$ cat config.mk
export PLATFORM = sky130hd
export DESIGN_NAME = layer_sequencer
export DESIGN_NICKNAME = d
export VERILOG_FILES = /design/src/rtl/layer_seq_pkg.sv /design/src/rtl/layer_sequencer_q_mac.sv /design/src/rtl/layer_sequencer.sv
export SDC_FILE = /design/constraint.sdc
export NUM_CORES = 1
export LEC_CHECK = 0
export ABC_CLOCK_PERIOD_IN_PS = 26900
export BUFFER_PORTS_ARGS = -buffer_cell sky130_fd_sc_hd__buf_2
export CORE_AREA = 4 4 243 245
export CTS_BUF_LIST = sky130_fd_sc_hd__clkbuf_2 sky130_fd_sc_hd__clkbuf_4 sky130_fd_sc_hd__clkbuf_8
export CTS_CLUSTER_DIAMETER = 40
export DETAILED_ROUTE_END_ITERATION = 8
export DIE_AREA = 0 0 247 249
export GPL_TIMING_DRIVEN = 0
export PLACE_DENSITY = 0.65
export SLEW_MARGIN = 0
export SYNTH_ARGS = -nofsm -noshare
export SYNTH_HDL_FRONTEND = slang
export SYNTH_SLANG_ARGS = --single-unit
export TNS_END_PERCENT = 30
$ cat constraint.sdc
create_clock -name clk -period 26.9 [get_ports clk]
set_input_delay 2.69 -clock clk [delete_from_list [all_inputs] [get_ports clk]]
set_output_delay 2.69 -clock clk [all_outputs]
set_load 0.05 [all_outputs]
$ cat src/rtl/layer_seq_pkg.sv
// Shared types and constants for the fixed-point neural layer sequencer.
// Holds the FSM state enum, default geometry and saturation limit helpers.
package layer_seq_pkg;

  localparam int unsigned DEF_FIXED_BITS      = 8;
  localparam int unsigned DEF_FRACTIONAL_BITS = 8;
  localparam int unsigned DEF_NUM_INPUTS      = 4;
  localparam int unsigned DEF_NUM_NEURONS     = 4;
  localparam int unsigned DEF_W               = DEF_FIXED_BITS + DEF_FRACTIONAL_BITS;

  typedef enum logic [2:0] {
    ST_IDLE   = 3'd0,
    ST_LOAD_W = 3'd1,
    ST_GET_IN = 3'd2,
    ST_MAC    = 3'd3,
    ST_EMIT   = 3'd4
  } state_e;

  // Largest and smallest value representable as a w-bit two's complement word.
  function automatic longint sat_max(input int unsigned w);
    return (64'sd1 <<< (w - 1)) - 64'sd1;
  endfunction

  function automatic longint sat_min(input int unsigned w);
    return -(64'sd1 <<< (w - 1));
  endfunction

  localparam longint DEF_SAT_MAX = sat_max(DEF_W);
  localparam longint DEF_SAT_MIN = sat_min(DEF_W);

endpackage

$ cat src/rtl/layer_sequencer_q_mac.sv
// Single-cycle registered fixed-point multiply / arithmetic-shift / accumulate.
// The accumulator is twice the word width and never saturates internally.
module q_mac #(
  parameter int unsigned W    = 16,
  parameter int unsigned FRAC = 8
) (
  input  logic                  clk,
  input  logic                  rst_n,
  input  logic                  clear,
  input  logic                  en,
  input  logic signed [W-1:0]   a,
  input  logic signed [W-1:0]   b,
  output logic signed [2*W-1:0] acc
);

  localparam int unsigned ACC_W = 2 * W;

  logic signed [ACC_W-1:0] w_a_ext;
  logic signed [ACC_W-1:0] w_b_ext;
  logic signed [ACC_W-1:0] w_prod;
  logic signed [ACC_W-1:0] w_term;
  logic signed [ACC_W-1:0] r_acc;

  assign w_a_ext = ACC_W'(a);
  assign w_b_ext = ACC_W'(b);
  assign w_prod  = w_a_ext * w_b_ext;
  assign w_term  = w_prod >>> FRAC;

  // Clear wins over accumulate so a new neuron always starts from zero.
  always_ff @(posedge clk or negedge rst_n) begin
    if (!rst_n) begin
      r_acc <= '0;
    end else if (clear) begin
      r_acc <= '0;
    end else if (en) begin
      r_acc <= r_acc + w_term;
    end
  end

  assign acc = r_acc;

endmodule

$ cat src/rtl/layer_sequencer.sv
// Loads a weight matrix, collects an input vector, then emits one saturated
// fixed-point dot product per neuron over a valid/ready output stream.
module layer_sequencer
  import layer_seq_pkg::*;
#(
  parameter int unsigned FIXED_BITS      = DEF_FIXED_BITS,
  parameter int unsigned FRACTIONAL_BITS = DEF_FRACTIONAL_BITS,
  parameter int unsigned NUM_INPUTS      = DEF_NUM_INPUTS,
  parameter int unsigned NUM_NEURONS     = DEF_NUM_NEURONS
) (
  input  logic                                              clk,
  input  logic                                              rst_n,
  input  logic                                              wload_valid,
  output logic                                              wload_ready,
  input  logic signed [FIXED_BITS+FRACTIONAL_BITS-1:0]      wload_data,
  input  logic                                              in_valid,
  output logic                                              in_ready,
  input  logic signed [FIXED_BITS+FRACTIONAL_BITS-1:0]      in_data,
  output logic                                              out_valid,
  input  logic                                              out_ready,
  output logic signed [FIXED_BITS+FRACTIONAL_BITS-1:0]      out_data,
  output logic [(NUM_NEURONS>1 ? $clog2(NUM_NEURONS) : 1)-1:0] out_index,
  output logic                                              weights_loaded,
  output logic                                              busy
);

  localparam int unsigned W     = FIXED_BITS + FRACTIONAL_BITS;
  localparam int unsigned ACC_W = 2 * W;
  localparam int unsigned TOTAL = NUM_NEURONS * NUM_INPUTS;
  localparam int unsigned WA_W  = (TOTAL > 1) ? $clog2(TOTAL) : 1;
  localparam int unsigned XA_W  = (NUM_INPUTS > 1) ? $clog2(NUM_INPUTS) : 1;
  localparam int unsigned IC_W  = $clog2(NUM_INPUTS + 1);
  localparam int unsigned NW    = (NUM_NEURONS > 1) ? $clog2(NUM_NEURONS) : 1;

  localparam logic signed [ACC_W-1:0] SAT_MAX = ACC_W'(sat_max(W));
  localparam logic signed [ACC_W-1:0] SAT_MIN = ACC_W'(sat_min(W));

  state_e r_state;
  state_e w_state_nxt;

  logic signed [W-1:0]     r_w [TOTAL];
  logic signed [W-1:0]     r_x [NUM_INPUTS];
  logic [WA_W-1:0]         r_widx, w_widx_nxt;
  logic [XA_W-1:0]         r_xidx, w_xidx_nxt;
  logic [NW-1:0]           r_n, w_n_nxt;
  logic [IC_W-1:0]         r_i, w_i_nxt;
  logic                    r_loaded, w_loaded_nxt;
  logic                    r_wload_ready, r_in_ready, r_busy;
  logic                    r_out_valid, w_out_valid_nxt;
  logic signed [W-1:0]     r_out_data;
  logic [NW-1:0]           r_out_index;

  logic                    w_w_hs, w_in_hs, w_out_hs;
  logic                    w_last_w, w_last_x, w_last_n, w_mac_done;
  logic                    w_w_wr, w_x_wr, w_mac_clear, w_mac_en, w_out_capture;
  logic [XA_W-1:0]         w_i_sel;
  logic [WA_W-1:0]         w_rd_addr;
  logic signed [W-1:0]     w_mac_a, w_mac_b;
  logic signed [ACC_W-1:0] w_acc;
  logic signed [W-1:0]     w_sat;

  assign w_w_hs     = wload_valid & r_wload_ready;
  assign w_in_hs    = in_valid & r_in_ready;
  assign w_out_hs   = r_out_valid & out_ready;
  assign w_last_w   = (r_widx == WA_W'(TOTAL - 1));
  assign w_last_x   = (r_xidx == XA_W'(NUM_INPUTS - 1));
  assign w_last_n   = (r_n == NW'(NUM_NEURONS - 1));
  assign w_mac_done = (r_i == IC_W'(NUM_INPUTS));

  // State register.
  always_ff @(posedge clk or negedge rst_n) begin
    if (!rst_n) begin
      r_state <= ST_IDLE;
    end else begin
      r_state <= w_state_nxt;
    end
  end

  // Next-state logic; a weight offer in IDLE outranks an input offer.
  always_comb begin
    w_state_nxt = r_state;
    unique case (r_state)
      ST_IDLE: begin
        if (w_w_hs) begin
          w_state_nxt = w_last_w ? ST_IDLE : ST_LOAD_W;
        end else if (w_in_hs) begin
          w_state_nxt = w_last_x ? ST_MAC : ST_GET_IN;
        end
      end
      ST_LOAD_W: if (w_w_hs && w_last_w) w_state_nxt = ST_IDLE;
      ST_GET_IN: if (w_in_hs && w_last_x) w_state_nxt = ST_MAC;
      ST_MAC:    if (w_mac_done) w_state_nxt = ST_EMIT;
      ST_EMIT:   if (w_out_hs) w_state_nxt = w_last_n ? ST_IDLE : ST_MAC;
      default:   w_state_nxt = ST_IDLE;
    endcase
  end

  // Output / datapath control. MAC runs NUM_INPUTS accumulate cycles plus one
  // cycle that captures the settled accumulator into the output register.
  always_comb begin
    w_loaded_nxt    = r_loaded;
    w_widx_nxt      = r_widx;
    w_xidx_nxt      = r_xidx;
    w_n_nxt         = r_n;
    w_i_nxt         = r_i;
    w_w_wr          = 1'b0;
    w_x_wr          = 1'b0;
    w_mac_clear     = 1'b0;
    w_mac_en        = 1'b0;
    w_out_capture   = 1'b0;
    w_out_valid_nxt = r_out_valid;
    unique case (r_state)
      ST_IDLE, ST_LOAD_W: begin
        if (w_w_hs) begin
          w_w_wr       = 1'b1;
          w_loaded_nxt = w_last_w;
          w_widx_nxt   = w_last_w ? '0 : r_widx + WA_W'(1);
        end else if ((r_state == ST_IDLE) && w_in_hs) begin
          w_x_wr = 1'b1;
          if (w_last_x) begin
            w_xidx_nxt  = '0;
            w_n_nxt     = '0;
            w_i_nxt     = '0;
            w_mac_clear = 1'b1;
          end else begin
            w_xidx_nxt = r_xidx + XA_W'(1);
          end
        end
      end
      ST_GET_IN: begin
        if (w_in_hs) begin
          w_x_wr = 1'b1;
          if (w_last_x) begin
            w_xidx_nxt  = '0;
            w_n_nxt     = '0;
            w_i_nxt     = '0;
            w_mac_clear = 1'b1;
          end else begin
            w_xidx_nxt = r_xidx + XA_W'(1);
          end
        end
      end
      ST_MAC: begin
        if (!w_mac_done) begin
          w_mac_en = 1'b1;
          w_i_nxt  = r_i + IC_W'(1);
        end else begin
          w_out_capture   = 1'b1;
          w_out_valid_nxt = 1'b1;
          w_i_nxt         = '0;
        end
      end
      ST_EMIT: begin
        if (w_out_hs) begin
          w_out_valid_nxt = 1'b0;
          if (w_last_n) begin
            w_n_nxt = '0;
          end else begin
            w_n_nxt     = r_n + NW'(1);
            w_mac_clear = 1'b1;
          end
        end
      end
      default: begin
        w_out_valid_nxt = 1'b0;
      end
    endcase
  end

  assign w_i_sel   = XA_W'(r_i);
  assign w_rd_addr = WA_W'((32'(r_n) * NUM_INPUTS) + 32'(w_i_sel));
  assign w_mac_a   = r_x[w_i_sel];
  assign w_mac_b   = r_w[w_rd_addr];

  q_mac #(
    .W    (W),
    .FRAC (FRACTIONAL_BITS)
  ) u_q_mac (
    .clk   (clk),
    .rst_n (rst_n),
    .clear (w_mac_clear),
    .en    (w_mac_en),
    .a     (w_mac_a),
    .b     (w_mac_b),
    .acc   (w_acc)
  );

  assign w_sat = (w_acc > SAT_MAX) ? W'(SAT_MAX) :
                 (w_acc < SAT_MIN) ? W'(SAT_MIN) : W'(w_acc);

  // Datapath and registered outputs; ready flags track the upcoming state.
  always_ff @(posedge clk or negedge rst_n) begin
    if (!rst_n) begin
      r_widx        <= '0;
      r_xidx        <= '0;
      r_n           <= '0;
      r_i           <= '0;
      r_loaded      <= 1'b0;
      r_wload_ready <= 1'b1;
      r_in_ready    <= 1'b0;
      r_busy        <= 1'b0;
      r_out_valid   <= 1'b0;
      r_out_data    <= '0;
      r_out_index   <= '0;
      for (int unsigned k = 0; k < TOTAL; k++) r_w[k] <= '0;
      for (int unsigned k = 0; k < NUM_INPUTS; k++) r_x[k] <= '0;
    end else begin
      r_widx        <= w_widx_nxt;
      r_xidx        <= w_xidx_nxt;
      r_n           <= w_n_nxt;
      r_i           <= w_i_nxt;
      r_loaded      <= w_loaded_nxt;
      r_wload_ready <= (w_state_nxt == ST_IDLE) || (w_state_nxt == ST_LOAD_W);
      r_in_ready    <= ((w_state_nxt == ST_IDLE) && w_loaded_nxt) || (w_state_nxt == ST_GET_IN);
      r_busy        <= (w_state_nxt != ST_IDLE);
      r_out_valid   <= w_out_valid_nxt;
      if (w_w_wr) r_w[r_widx] <= wload_data;
      if (w_x_wr) r_x[r_xidx] <= in_data;
      if (w_out_capture) begin
        r_out_data  <= w_sat;
        r_out_index <= r_n;
      end
    end
  end

  assign wload_ready    = r_wload_ready;
  assign in_ready       = r_in_ready;
  assign out_valid      = r_out_valid;
  assign out_data       = r_out_data;
  assign out_index      = r_out_index;
  assign weights_loaded = r_loaded;
  assign busy           = r_busy;

endmodule

==> results.sh <==
export IMPL_wl_um=69300
export IMPL_h_tree_depth=3
export IMPL_clk_pin_slew_worst_paths_ps=60
export IMPL_relSlewSlack_pct=11.5
export IMPL_cp_arrival_ps=13900
export IMPL_via_per_inst=5.53
export IMPL_gp_congestion=0.926
export IMPL_n_antenna_cell=0
export IMPL_synth_area_um2=28100
export IMPL_reg2reg_slack_ps=13560
export IMPL_portBuffers=59
export IMPL_r2r_start="r_i[0]"
export IMPL_routedWlPerCell_um=20.3
export IMPL_worstSetupEndpoint="u_q_mac.acc[31]"
export IMPL_drtAntennaViolNets=0
export IMPL_r2r_cells=42
export IMPL_setup_viol=0
export IMPL_cp_startpoint="r_i[0]"
export IMPL_cts_tree="yes"
export IMPL_layout_min_cycle_time_ps=13340
export IMPL_ys_ff_latch=389
export IMPL_globalRouteOverflowTotal=0
export IMPL_maxCapViolations=0
export IMPL_worstPathRequired_ps=27460
export IMPL_start_kind="register"
export IMPL_start_util_pct=49.2
export IMPL_cts_root_buf="clkbuf_8"
export IMPL_holdPathStages=2
export IMPL_dieArea_um2=61500
export IMPL_r2r_end="u_q_mac.acc[31]"
export IMPL_nets=3024
export IMPL_synth_cells=2465
export IMPL_yosysSeqAreaShare_pct=34.6
export IMPL_place_inst=3292
export IMPL_clk_insertion_delay_late_ps=660
export IMPL_path_class="reg -> reg"
export IMPL_antenna_found_initial=1
export IMPL_ys_types=65
export IMPL_io_pins=60
export IMPL_firstDrtPassIters=5
export IMPL_grt_max_degree=128
export IMPL_area_delta_synth_final_pct=10.1
export IMPL_holdBufCountCts=0
export IMPL_crit_top_cell="fa_1"
export IMPL_hold_path_class="reg -> reg"
export IMPL_grt_total_usage_pct=23.4
export IMPL_die_width_um=247
export IMPL_synth_edff_count=0
export IMPL_crit_fanout=10
export IMPL_endpoint_kind="register"
export IMPL_postSynthAreaPerCell_um2=11.4
export IMPL_async_flop_share_pct=100
export IMPL_period_share_pct=49.6
export IMPL_syn_num_nets=2886
export IMPL_vias=18900
export IMPL_cp_slowest_cell="clkbuf_1"
export IMPL_cts_setup_buffers=0
export IMPL_ys_warn_count=0
export IMPL_first_iter_violations=1076
export IMPL_outcome="finished clean"
export IMPL_max_slew_worst_pin_slew_ps=1320
export IMPL_route_detailed_drc=0
export IMPL_synth_top_flop_cell="dfrtp_1"
export IMPL_dieHeight_um=249
export IMPL_rsz0062_at_grt="false"
export IMPL_clockBufferDepth=3
export IMPL_most_common_layout_cells="dfrtp_1 (388), mux2_2 (339), inv_1 (318), fa_1 (262), nand2_1 (236)"
export IMPL_fmax_ghz=0.0749
export IMPL_final_cell_count_no_fill=3413
export IMPL_clkSinkCount=389
export IMPL_grt_pass1_vias=20600
export IMPL_setup_tns_ps=0
export IMPL_cp_slowest_stage_delay_ps=840
export IMPL_drv_slew=0
export IMPL_cts_made_buffers=74
export IMPL_cts_resized_gates=0
export IMPL_skew_ps=45.3
export IMPL_row_count=88
export IMPL_place_detailed_hpwl_um=52800
export IMPL_design_core_area_um2=57100
export IMPL_grt_pass1_wl_um=113000
export IMPL_finalHoldViolCount=0
export IMPL_hold_ws_ps=470
export IMPL_drive_gt1_share_pct=22.9
export IMPL_final_common_cell="dfrtp_1"
-- cell usage after synthesis (all sizes together), types with 24 or more instances --
library cell  count  area (µm²)
fa              262        5250
xnor2            34         298
mux2i            25         250
inv             318        1190
nor2            165         619
and2             24         150
nand2           236         886
mux4             72        1640
dfrtp           388        9710
ha              122        1530
clkbuf           96         360
nand3            27         135
o21ai            98         490
a21oi            49         245
mux2            339        3820
-- worst max-delay path, delay by kind of cell, from the launching register on --
kind	cells	cell delay [ps]
adders and majority gates	8	3760
xor gates and xnor gates	1	110
and+or+nand+nor	9	1970
buffers and inverters	8	2740
DFF	1	360
muxes	2	800
AOI/OAI and AO/OA	14	3490
-- kinds of logic (layout without fill, tap and decap cells) --
kind of cell / Yosys count / in the layout / share of synthesized area (%)
compound gates: 240 / 240 / 5.29
simple gates: 529 / 529 / 8.08
buf+inv: 430 / 613 / 5.86
mux: 436 / 436 / 20.3
fa+ha+maj: 384 / 384 / 24.1
xor+xnor: 57 / 57 / 1.78
flops: 389 / 389 / 34.6
-- cell type report --
class,count,area [µm²]
flip-flops and latches,389,9740
fillers,4984,26200
multi-input cells,1646,16700
plain buffers,112,454
clock inverters,19,225
clock buffers,102,1280
inverters,318,1190
repair buffers,62,388
well taps,765,957
-- metal layers --
metal	vias up	track usage [%]	share of wire [%]
met3	141	4.38	4.9
met2	458	39.6	50
met4	2	8.07	3.5
li1	8466	-	-
met1	9806	30.4	42
met5	-	0	0.010
-- sequential cells by signal, indices dropped and copies added, names as in the netlist, 3 cells and up --
name and count:
r_i 3, r_widx 4, out_data 16, u_q_mac.acc 32, r_state 3, r_x 64
r_w 256
-- worst min path at each step --
| stage | slack, ps | endpoint | start |
|---|---|---|---|
| after floorplan | 470 | r_w[128] | r_w[128] |
| after global placement | 460 | out_data[15] | out_data[15] |
| after detailed placement | 460 | out_index[1] | out_index[1] |
| after CTS | 480 | out_index[1] | out_index[1] |
| after global routing | 480 | out_index[1] | out_index[1] |
| final | 470 | out_index[1] | out_index[1] |
-- per-stage QoR --
stage	setup slack, ps	area (µm²)	utilization (%)
after detailed placement	13540	29500	51.6
after global placement	13750	29400	51.4
after floorplan	16210	28100	-
after global routing	12730	31000	54.2
after CTS	13510	31000	54.2
final	13560	31000	54.2
Power is not shown: default switching activity piles up to over one toggle a cycle in this logic, so the estimate is an artifact.
